`src/rtl/branch_resolve_ctrl_pkg.sv`:
```
// Shared types and constants for the branch resolve controller.
// Optional statistics counters are enabled with the BRC_STATS_EN macro.
// In-flight entries store PCs at BRC_PC_W bits, so ADDR_W may be at most BRC_PC_W.
package branch_resolve_ctrl_pkg;

    localparam int unsigned BRC_PC_W = 32;
    localparam int unsigned PC_INCR  = 4;

    typedef struct packed {
        logic [BRC_PC_W-1:0] pc;
        logic                pred_taken;
        logic [BRC_PC_W-1:0] pred_target;
    } brc_entry_t;

    typedef enum logic [0:0] {
        RUN   = 1'b0,
        FLUSH = 1'b1
    } brc_state_t;

endpackage

```
`src/rtl/branch_resolve_ctrl_if.sv`:
```
// Fetch / resolve / predictor-update bundle for branch_resolve_ctrl.
// The statistics outputs exist only when BRC_STATS_EN is defined.
interface branch_resolve_ctrl_if #(
    parameter int ADDR_W = 32,
    parameter int DEPTH  = 4
);

    logic                    fetch_valid;
    logic [ADDR_W-1:0]       fetch_pc;
    logic                    fetch_pred_taken;
    logic [ADDR_W-1:0]       fetch_pred_target;
    logic                    fetch_stall;
    logic                    res_valid;
    logic                    res_taken;
    logic [ADDR_W-1:0]       res_target;
    logic                    upd_valid;
    logic                    upd_taken;
    logic                    mispredict;
    logic [ADDR_W-1:0]       redirect_pc;
    logic [$clog2(DEPTH):0]  occupancy;
`ifdef BRC_STATS_EN
    logic [31:0]             pred_count;
    logic [31:0]             mispred_count;
`endif

    // Driver side: fetch and branch-confirm stages.
    modport master (
        output fetch_valid, fetch_pc, fetch_pred_taken, fetch_pred_target,
        output res_valid, res_taken, res_target,
        input  fetch_stall, upd_valid, upd_taken, mispredict, redirect_pc, occupancy
`ifdef BRC_STATS_EN
        , input pred_count, mispred_count
`endif
    );

    // Controller side.
    modport slave (
        input  fetch_valid, fetch_pc, fetch_pred_taken, fetch_pred_target,
        input  res_valid, res_taken, res_target,
        output fetch_stall, upd_valid, upd_taken, mispredict, redirect_pc, occupancy
`ifdef BRC_STATS_EN
        , output pred_count, mispred_count
`endif
    );

endinterface

```
`src/rtl/branch_resolve_ctrl_inflight_fifo.sv`:
```
// In-order circular buffer of in-flight predicted branches.
// Clear has priority over push/pop; occupancy disambiguates full from empty.
module branch_inflight_fifo
    import branch_resolve_ctrl_pkg::*;
#(
    parameter int DEPTH = 4
) (
    input  logic                    clk,
    input  logic                    rst,
    input  logic                    clear,
    input  logic                    push,
    input  brc_entry_t              push_data,
    input  logic                    pop,
    output brc_entry_t              head,
    output logic                    full,
    output logic                    empty,
    output logic [$clog2(DEPTH):0]  count
);

    localparam int PTR_W = $clog2(DEPTH);

    brc_entry_t        mem_q [DEPTH];
    brc_entry_t        mem_d [DEPTH];
    logic [PTR_W-1:0]  wr_ptr_q, wr_ptr_d;
    logic [PTR_W-1:0]  rd_ptr_q, rd_ptr_d;
    logic [PTR_W:0]    count_q, count_d;
    logic              do_push;
    logic              do_pop;

    assign full  = (count_q == (PTR_W+1)'(DEPTH));
    assign empty = (count_q == '0);
    assign count = count_q;
    assign head  = mem_q[rd_ptr_q];

    // Next-state for storage, pointers and count; clear wipes the pointers.
    always_comb begin
        mem_d    = mem_q;
        wr_ptr_d = wr_ptr_q;
        rd_ptr_d = rd_ptr_q;
        count_d  = count_q;
        do_push  = push && !full;
        do_pop   = pop && !empty;
        if (clear) begin
            wr_ptr_d = '0;
            rd_ptr_d = '0;
            count_d  = '0;
        end else begin
            if (do_push) begin
                mem_d[wr_ptr_q] = push_data;
                wr_ptr_d        = wr_ptr_q + PTR_W'(1);
            end
            if (do_pop) begin
                rd_ptr_d = rd_ptr_q + PTR_W'(1);
            end
            count_d = count_q + (PTR_W+1)'(do_push) - (PTR_W+1)'(do_pop);
        end
    end

    // Register the buffer state with synchronous reset.
    always_ff @(posedge clk) begin
        if (rst) begin
            mem_q    <= '{default: '0};
            wr_ptr_q <= '0;
            rd_ptr_q <= '0;
            count_q  <= '0;
        end else begin
            mem_q    <= mem_d;
            wr_ptr_q <= wr_ptr_d;
            rd_ptr_q <= rd_ptr_d;
            count_q  <= count_d;
        end
    end

endmodule

```
`src/rtl/branch_resolve_ctrl.sv`:
```
// Branch resolve controller: tracks predicted branches in order, compares the
// prediction with the resolved outcome, schedules predictor updates and raises
// a registered redirect plus fetch hold on a mispredict.
// Optional feature macro: BRC_STATS_EN (pred_count / mispred_count outputs).
module branch_resolve_ctrl
    import branch_resolve_ctrl_pkg::*;
#(
    parameter int DEPTH        = 4,
    parameter int ADDR_W       = 32,
    parameter int FLUSH_CYCLES = 2
) (
    input  logic                    clk,
    input  logic                    rst,
    branch_resolve_ctrl_if.slave    bus
);

    localparam int CNT_W = $clog2(FLUSH_CYCLES + 1);

    brc_state_t                 state_q, state_d;
    logic [CNT_W-1:0]           flush_cnt_q, flush_cnt_d;
    logic                       upd_valid_q, upd_valid_d;
    logic                       upd_taken_q, upd_taken_d;
    logic                       mispredict_q, mispredict_d;
    logic [ADDR_W-1:0]          redirect_pc_q, redirect_pc_d;

    brc_entry_t                 push_entry;
    brc_entry_t                 head_entry;
    logic                       fifo_full;
    logic                       fifo_empty;
    logic                       fifo_push;
    logic                       fifo_pop;
    logic                       fifo_clear;
    logic [$clog2(DEPTH):0]     fifo_count;

    logic                       pop_accept;
    logic                       mis_now;
    logic [ADDR_W-1:0]          head_pc;
    logic [ADDR_W-1:0]          head_target;
    logic [ADDR_W-1:0]          correct_pc;
    logic                       head_unused;

    branch_inflight_fifo #(
        .DEPTH (DEPTH)
    ) u_fifo (
        .clk       (clk),
        .rst       (rst),
        .clear     (fifo_clear),
        .push      (fifo_push),
        .push_data (push_entry),
        .pop       (fifo_pop),
        .head      (head_entry),
        .full      (fifo_full),
        .empty     (fifo_empty),
        .count     (fifo_count)
    );

    // Stall is decoded purely from registered state.
    assign bus.fetch_stall = fifo_full || (state_q == FLUSH);
    assign bus.occupancy   = fifo_count;
    assign bus.upd_valid   = upd_valid_q;
    assign bus.upd_taken   = upd_taken_q;
    assign bus.mispredict  = mispredict_q;
    assign bus.redirect_pc = redirect_pc_q;

    // Direction is implied by the stored target, so pred_taken is only kept for visibility.
    assign head_unused = head_entry.pred_taken;

    // Push/pop qualification and the correct-next-PC comparison.
    always_comb begin
        push_entry             = '0;
        push_entry.pc          = BRC_PC_W'(bus.fetch_pc);
        push_entry.pred_taken  = bus.fetch_pred_taken;
        push_entry.pred_target = BRC_PC_W'(bus.fetch_pred_target);
        head_pc                = ADDR_W'(head_entry.pc);
        head_target            = ADDR_W'(head_entry.pred_target);
        pop_accept             = bus.res_valid && (state_q == RUN) && !fifo_empty;
        correct_pc             = bus.res_taken ? bus.res_target : (head_pc + ADDR_W'(PC_INCR));
        mis_now                = pop_accept && (correct_pc != head_target);
        fifo_push              = bus.fetch_valid && !bus.fetch_stall;
        fifo_pop               = pop_accept;
        fifo_clear             = mis_now;
    end

    // FSM next state, flush counter and registered resolve outputs.
    always_comb begin
        state_d       = state_q;
        flush_cnt_d   = flush_cnt_q;
        upd_valid_d   = pop_accept;
        upd_taken_d   = pop_accept && bus.res_taken;
        mispredict_d  = mis_now;
        redirect_pc_d = redirect_pc_q;
        if (mis_now) begin
            redirect_pc_d = correct_pc;
        end
        case (state_q)
            RUN: begin
                if (mis_now) begin
                    state_d     = FLUSH;
                    flush_cnt_d = '0;
                end
            end
            FLUSH: begin
                if (flush_cnt_q == CNT_W'(FLUSH_CYCLES - 1)) begin
                    state_d     = RUN;
                    flush_cnt_d = '0;
                end else begin
                    flush_cnt_d = flush_cnt_q + CNT_W'(1);
                end
            end
            default: begin
                state_d     = RUN;
                flush_cnt_d = '0;
            end
        endcase
    end

    // Control and output registers with synchronous reset.
    always_ff @(posedge clk) begin
        if (rst) begin
            state_q       <= RUN;
            flush_cnt_q   <= '0;
            upd_valid_q   <= 1'b0;
            upd_taken_q   <= 1'b0;
            mispredict_q  <= 1'b0;
            redirect_pc_q <= '0;
        end else begin
            state_q       <= state_d;
            flush_cnt_q   <= flush_cnt_d;
            upd_valid_q   <= upd_valid_d;
            upd_taken_q   <= upd_taken_d;
            mispredict_q  <= mispredict_d;
            redirect_pc_q <= redirect_pc_d;
        end
    end

`ifdef BRC_STATS_EN
    logic [31:0] pred_cnt_q, pred_cnt_d;
    logic [31:0] mispred_cnt_q, mispred_cnt_d;

    assign bus.pred_count    = pred_cnt_q;
    assign bus.mispred_count = mispred_cnt_q;

    // Saturating counts of accepted resolves and mispredicts.
    always_comb begin
        pred_cnt_d    = pred_cnt_q;
        mispred_cnt_d = mispred_cnt_q;
        if (pop_accept && (pred_cnt_q != 32'hFFFF_FFFF)) begin
            pred_cnt_d = pred_cnt_q + 32'd1;
        end
        if (mis_now && (mispred_cnt_q != 32'hFFFF_FFFF)) begin
            mispred_cnt_d = mispred_cnt_q + 32'd1;
        end
    end

    // Statistics registers.
    always_ff @(posedge clk) begin
        if (rst) begin
            pred_cnt_q    <= '0;
            mispred_cnt_q <= '0;
        end else begin
            pred_cnt_q    <= pred_cnt_d;
            mispred_cnt_q <= mispred_cnt_d;
        end
    end
`endif

endmodule

```
`src/flat_wrapper.sv`:
```
// flat-port wrapper written by rule: the top's interface ports become plain ports
module branch_resolve_ctrl_flat import branch_resolve_ctrl_pkg::*;
#(
    parameter int DEPTH        = 4,
    parameter int ADDR_W       = 32,
    parameter int FLUSH_CYCLES = 2
)
  (clk, rst, bus_fetch_valid, bus_fetch_pc, bus_fetch_pred_taken, bus_fetch_pred_target, bus_res_valid, bus_res_taken, bus_res_target, bus_fetch_stall, bus_upd_valid, bus_upd_taken, bus_mispredict, bus_redirect_pc, bus_occupancy);
  branch_resolve_ctrl_if #(.ADDR_W(ADDR_W), .DEPTH(DEPTH)) bus_i ();
  input  logic clk;
  input  logic rst;
  input wire logic [$bits(bus_i.fetch_valid)-1:0] bus_fetch_valid;
  input wire logic [$bits(bus_i.fetch_pc)-1:0] bus_fetch_pc;
  input wire logic [$bits(bus_i.fetch_pred_taken)-1:0] bus_fetch_pred_taken;
  input wire logic [$bits(bus_i.fetch_pred_target)-1:0] bus_fetch_pred_target;
  input wire logic [$bits(bus_i.res_valid)-1:0] bus_res_valid;
  input wire logic [$bits(bus_i.res_taken)-1:0] bus_res_taken;
  input wire logic [$bits(bus_i.res_target)-1:0] bus_res_target;
  output wire logic [$bits(bus_i.fetch_stall)-1:0] bus_fetch_stall;
  output wire logic [$bits(bus_i.upd_valid)-1:0] bus_upd_valid;
  output wire logic [$bits(bus_i.upd_taken)-1:0] bus_upd_taken;
  output wire logic [$bits(bus_i.mispredict)-1:0] bus_mispredict;
  output wire logic [$bits(bus_i.redirect_pc)-1:0] bus_redirect_pc;
  output wire logic [$bits(bus_i.occupancy)-1:0] bus_occupancy;
  assign bus_i.fetch_valid = bus_fetch_valid;
  assign bus_i.fetch_pc = bus_fetch_pc;
  assign bus_i.fetch_pred_taken = bus_fetch_pred_taken;
  assign bus_i.fetch_pred_target = bus_fetch_pred_target;
  assign bus_i.res_valid = bus_res_valid;
  assign bus_i.res_taken = bus_res_taken;
  assign bus_i.res_target = bus_res_target;
  assign bus_fetch_stall = bus_i.fetch_stall;
  assign bus_upd_valid = bus_i.upd_valid;
  assign bus_upd_taken = bus_i.upd_taken;
  assign bus_mispredict = bus_i.mispredict;
  assign bus_redirect_pc = bus_i.redirect_pc;
  assign bus_occupancy = bus_i.occupancy;
  branch_resolve_ctrl #(.DEPTH(DEPTH), .ADDR_W(ADDR_W), .FLUSH_CYCLES(FLUSH_CYCLES)) u_core (.clk(clk), .rst(rst), .bus(bus_i));
endmodule
```
`config.mk`:
```
export PLATFORM = sky130hd
export DESIGN_NAME = branch_resolve_ctrl_flat
export DESIGN_NICKNAME = d
export VERILOG_FILES = /design/src/rtl/branch_resolve_ctrl_pkg.sv /design/src/rtl/branch_resolve_ctrl_if.sv /design/src/rtl/branch_resolve_ctrl_inflight_fifo.sv /design/src/rtl/branch_resolve_ctrl.sv /design/src/flat_wrapper.sv
export SDC_FILE = /design/constraint.sdc
export NUM_CORES = 1
export LEC_CHECK = 0
export CAP_MARGIN = 0
export CORE_ASPECT_RATIO = 0.8
export CORE_MARGIN = 2
export CORE_UTILIZATION = 34
export DETAILED_ROUTE_END_ITERATION = 10
export GPL_ROUTABILITY_DRIVEN = 1
export PLACE_DENSITY_LB_ADDON = 0.3
export SYNTH_ARGS = -nofsm -noshare
export SYNTH_HDL_FRONTEND = slang
export SYNTH_HIERARCHICAL = 1
export SYNTH_SLANG_ARGS = --single-unit
```
`constraint.sdc`:
```
create_clock -name clk -period 6.2 [get_ports clk]
set_clock_uncertainty 0.05 [all_clocks]
set_input_delay 1.86 -clock clk [delete_from_list [all_inputs] [get_ports clk]]
set_output_delay 1.86 -clock clk [all_outputs]
set_load 0.02 [all_outputs]
```
==> results.sh <==
export IMPL_worst_slack_ps=742
export IMPL_worst_pin_slew_ps=1010
export IMPL_cts_buffers=31
export IMPL_yosysWarnings=6
export IMPL_power_w=0.00650
export IMPL_grtUsageMet1_pct=27.3
export IMPL_die_x_um=244
export IMPL_drv_cap=0
export IMPL_post_drt_wl_per_cell_um=19.8
export IMPL_cts_tree="built"
export IMPL_tns_ps=0
export IMPL_grt_overflow=0
export IMPL_critPathKind="primary input to register"
export IMPL_grt_use_total_pct=18.2
export IMPL_htree_num_levels=1
export IMPL_run_status="finished clean"
export IMPL_arrival_ps=5900
export IMPL_relSlewSlack_pct=32.5
export IMPL_busiest_layer="met2"
export IMPL_cts_resized=0
export IMPL_drc=0
export IMPL_maxSlewViolCount=0
export IMPL_synth_cells=1519
export IMPL_pre_cts_ws_ps=252
export IMPL_num_antenna_cells=0
export IMPL_start_util_pct=34.3
export IMPL_gp_congestion=0.904
export IMPL_die_area_mm2=0.0477
export IMPL_ir_drop_mv=0.218
export IMPL_core_area_mm2=0.0455
export IMPL_postCtsHoldBufs=0
export IMPL_dp_hpwl_um=31600
export IMPL_numPortBuffers=139
export IMPL_drive_above_1_share_pct=10.4
export IMPL_die_y_um=196
export IMPL_powerDensity_mw_per_mm2=351
export IMPL_root_buffer="clkbuf_16"
export IMPL_fin_util_pct=40.6
export IMPL_grt_pass1_wl_um=68500
export IMPL_max_freq_ghz=0.183
export IMPL_avgSynthCellArea_um2=10.3
export IMPL_via_count=11700
export IMPL_grt_max_degree=175
export IMPL_cts_reportedPaths_clkPinSlew_ps=60
export IMPL_fin_crit_ps=5460
export IMPL_met2_usage_pct=27.9
export IMPL_synth_area_mm2=0.0156
export IMPL_routed_wl_um=44400
export IMPL_antenna_found_initial=0
export IMPL_fin_crit_sh_pct=88.0
export IMPL_final_nets=1718
export IMPL_cp_required_ps=6640
export IMPL_drtIter0Drc=1101
export IMPL_nFillCells=4416
export IMPL_clock_sinks=301
export IMPL_cp_max_fo=33
export IMPL_rsz0062_at_grt="no"
export IMPL_grt_pass1_vias=11400
export IMPL_first_pass_iters=5
export IMPL_syn_nets=1629
export IMPL_cp_end_kind="register"
export IMPL_ant_nets=0
export IMPL_std_cell_rows=70
export IMPL_worstSkewPairLatency_ps=570
export IMPL_areaGrowthSynthToFinish_pct=18.4
export IMPL_grtUsageMet3_pct=2.68
export IMPL_ios=141
export IMPL_hp_class="register to register"
export IMPL_post_cts_buffers=0
export IMPL_crit_path_start_kind="primary input"
export IMPL_clock_path_buffers=3
export IMPL_via_per_inst=5.24
export IMPL_leakagePower_nw=7.40
export IMPL_finalSetupViolCount=0
export IMPL_finalHoldViolCount=0
-- layout make-up --
cell class,instances,area (um2),share of cell area [%]
Timing Repair Buffer,172,1750,9.45
Sequential cell,301,6030,32.6
Clock inverter,5,28.8,0.156
Multi-Input combinational cell,1077,8860,47.9
Inverter,25,93.8,0.508
Clock buffer,49,963,5.21
Tap cell,612,766,4.14
-- critical path, stage by stage --
cell and delay, ps:
clkdlybuf4s50_1 390, and2_1 190, or3_1 310, a2111oi_0 530
buf_4 230, and4_1 210, nand4b_1 110, nor4_1 360
and4_1 320, nor2_4 130, nor2b_1 280, buf_4 210
and3_4 210, buf_12 280, mux2i_1 250
-- metrics by stage --
stage | hold slack [ps] | cells | instance area [um2]
after floorplan | 359 | 1519 | 15600
after global placement | 379 | 2187 | 17500
after detailed placement | 380 | 2187 | 17500
after CTS | 391 | 2241 | 18500
after global routing | 406 | 2241 | 18500
final | 391 | 2241 | 18500
-- registers in the layout, indices dropped and copies added (netlist names) --
register	cells
u_core/bus.upd_valid	1
u_core/state_q	1
u_core/u_fifo/wr_ptr_q	2
u_core/u_fifo/count	3
u_core/bus.redirect_pc	32
u_core/bus.mispredict	1
u_core/u_fifo/mem_q	256
u_core/flush_cnt_q	2
u_core/u_fifo/rd_ptr_q	2
u_core/bus.upd_taken	1
-- metal layers --
layer / wire (um) / vias to the layer above
met5: 0 / -
met4: 692 / 0
met3: 2580 / 51
met2: 19400 / 358
met1: 21800 / 5808
li1: - / 5515
-- final timing paths --
kind                                  start                  endpoint  slack (ps)  cells past startpoint
setup / recovery          bus_res_target[2]  u_core/u_fifo/mem_q[178]         740                     15
hold / removal        u_core/flush_cnt_q[1]     u_core/flush_cnt_q[1]         390                      2
setup reg to reg  u_core/u_fifo/rd_ptr_q[0]  u_core/u_fifo/mem_q[178]         760                     15
hold reg to reg       u_core/flush_cnt_q[1]     u_core/flush_cnt_q[1]         390                      2
-- placed cells by master, fill, tap and decap left out, types with 5 or more instances in the layout --
cell and instances:
ha_1 7, and3_1 5, clkdlybuf4s50_1 137, nand4_1 18
nor4_1 9, a31oi_1 6, o21ai_1 20, buf_4 24
mux2i_1 262, nand2_1 45, clkbuf_8 12, o21ai_0 42
nand2b_1 327, a211oi_1 5, buf_12 9, and4_1 7
mux4_2 64, nor2_1 23, a21oi_1 35, clkbuf_1 6
nor3_1 10, clkbuf_16 31, nand3_1 41, inv_1 25
dfxtp_1 299, xor2_1 28, xnor2_1 41
-- power by group --
group	internal [W]	total [W]	switching, W
registers	0.00222	0.00240	0.000187
clock network	0.00105	0.00183	0.000771
logic	0.00100	0.00227	0.00127
(Power assumes the default switching activity.)
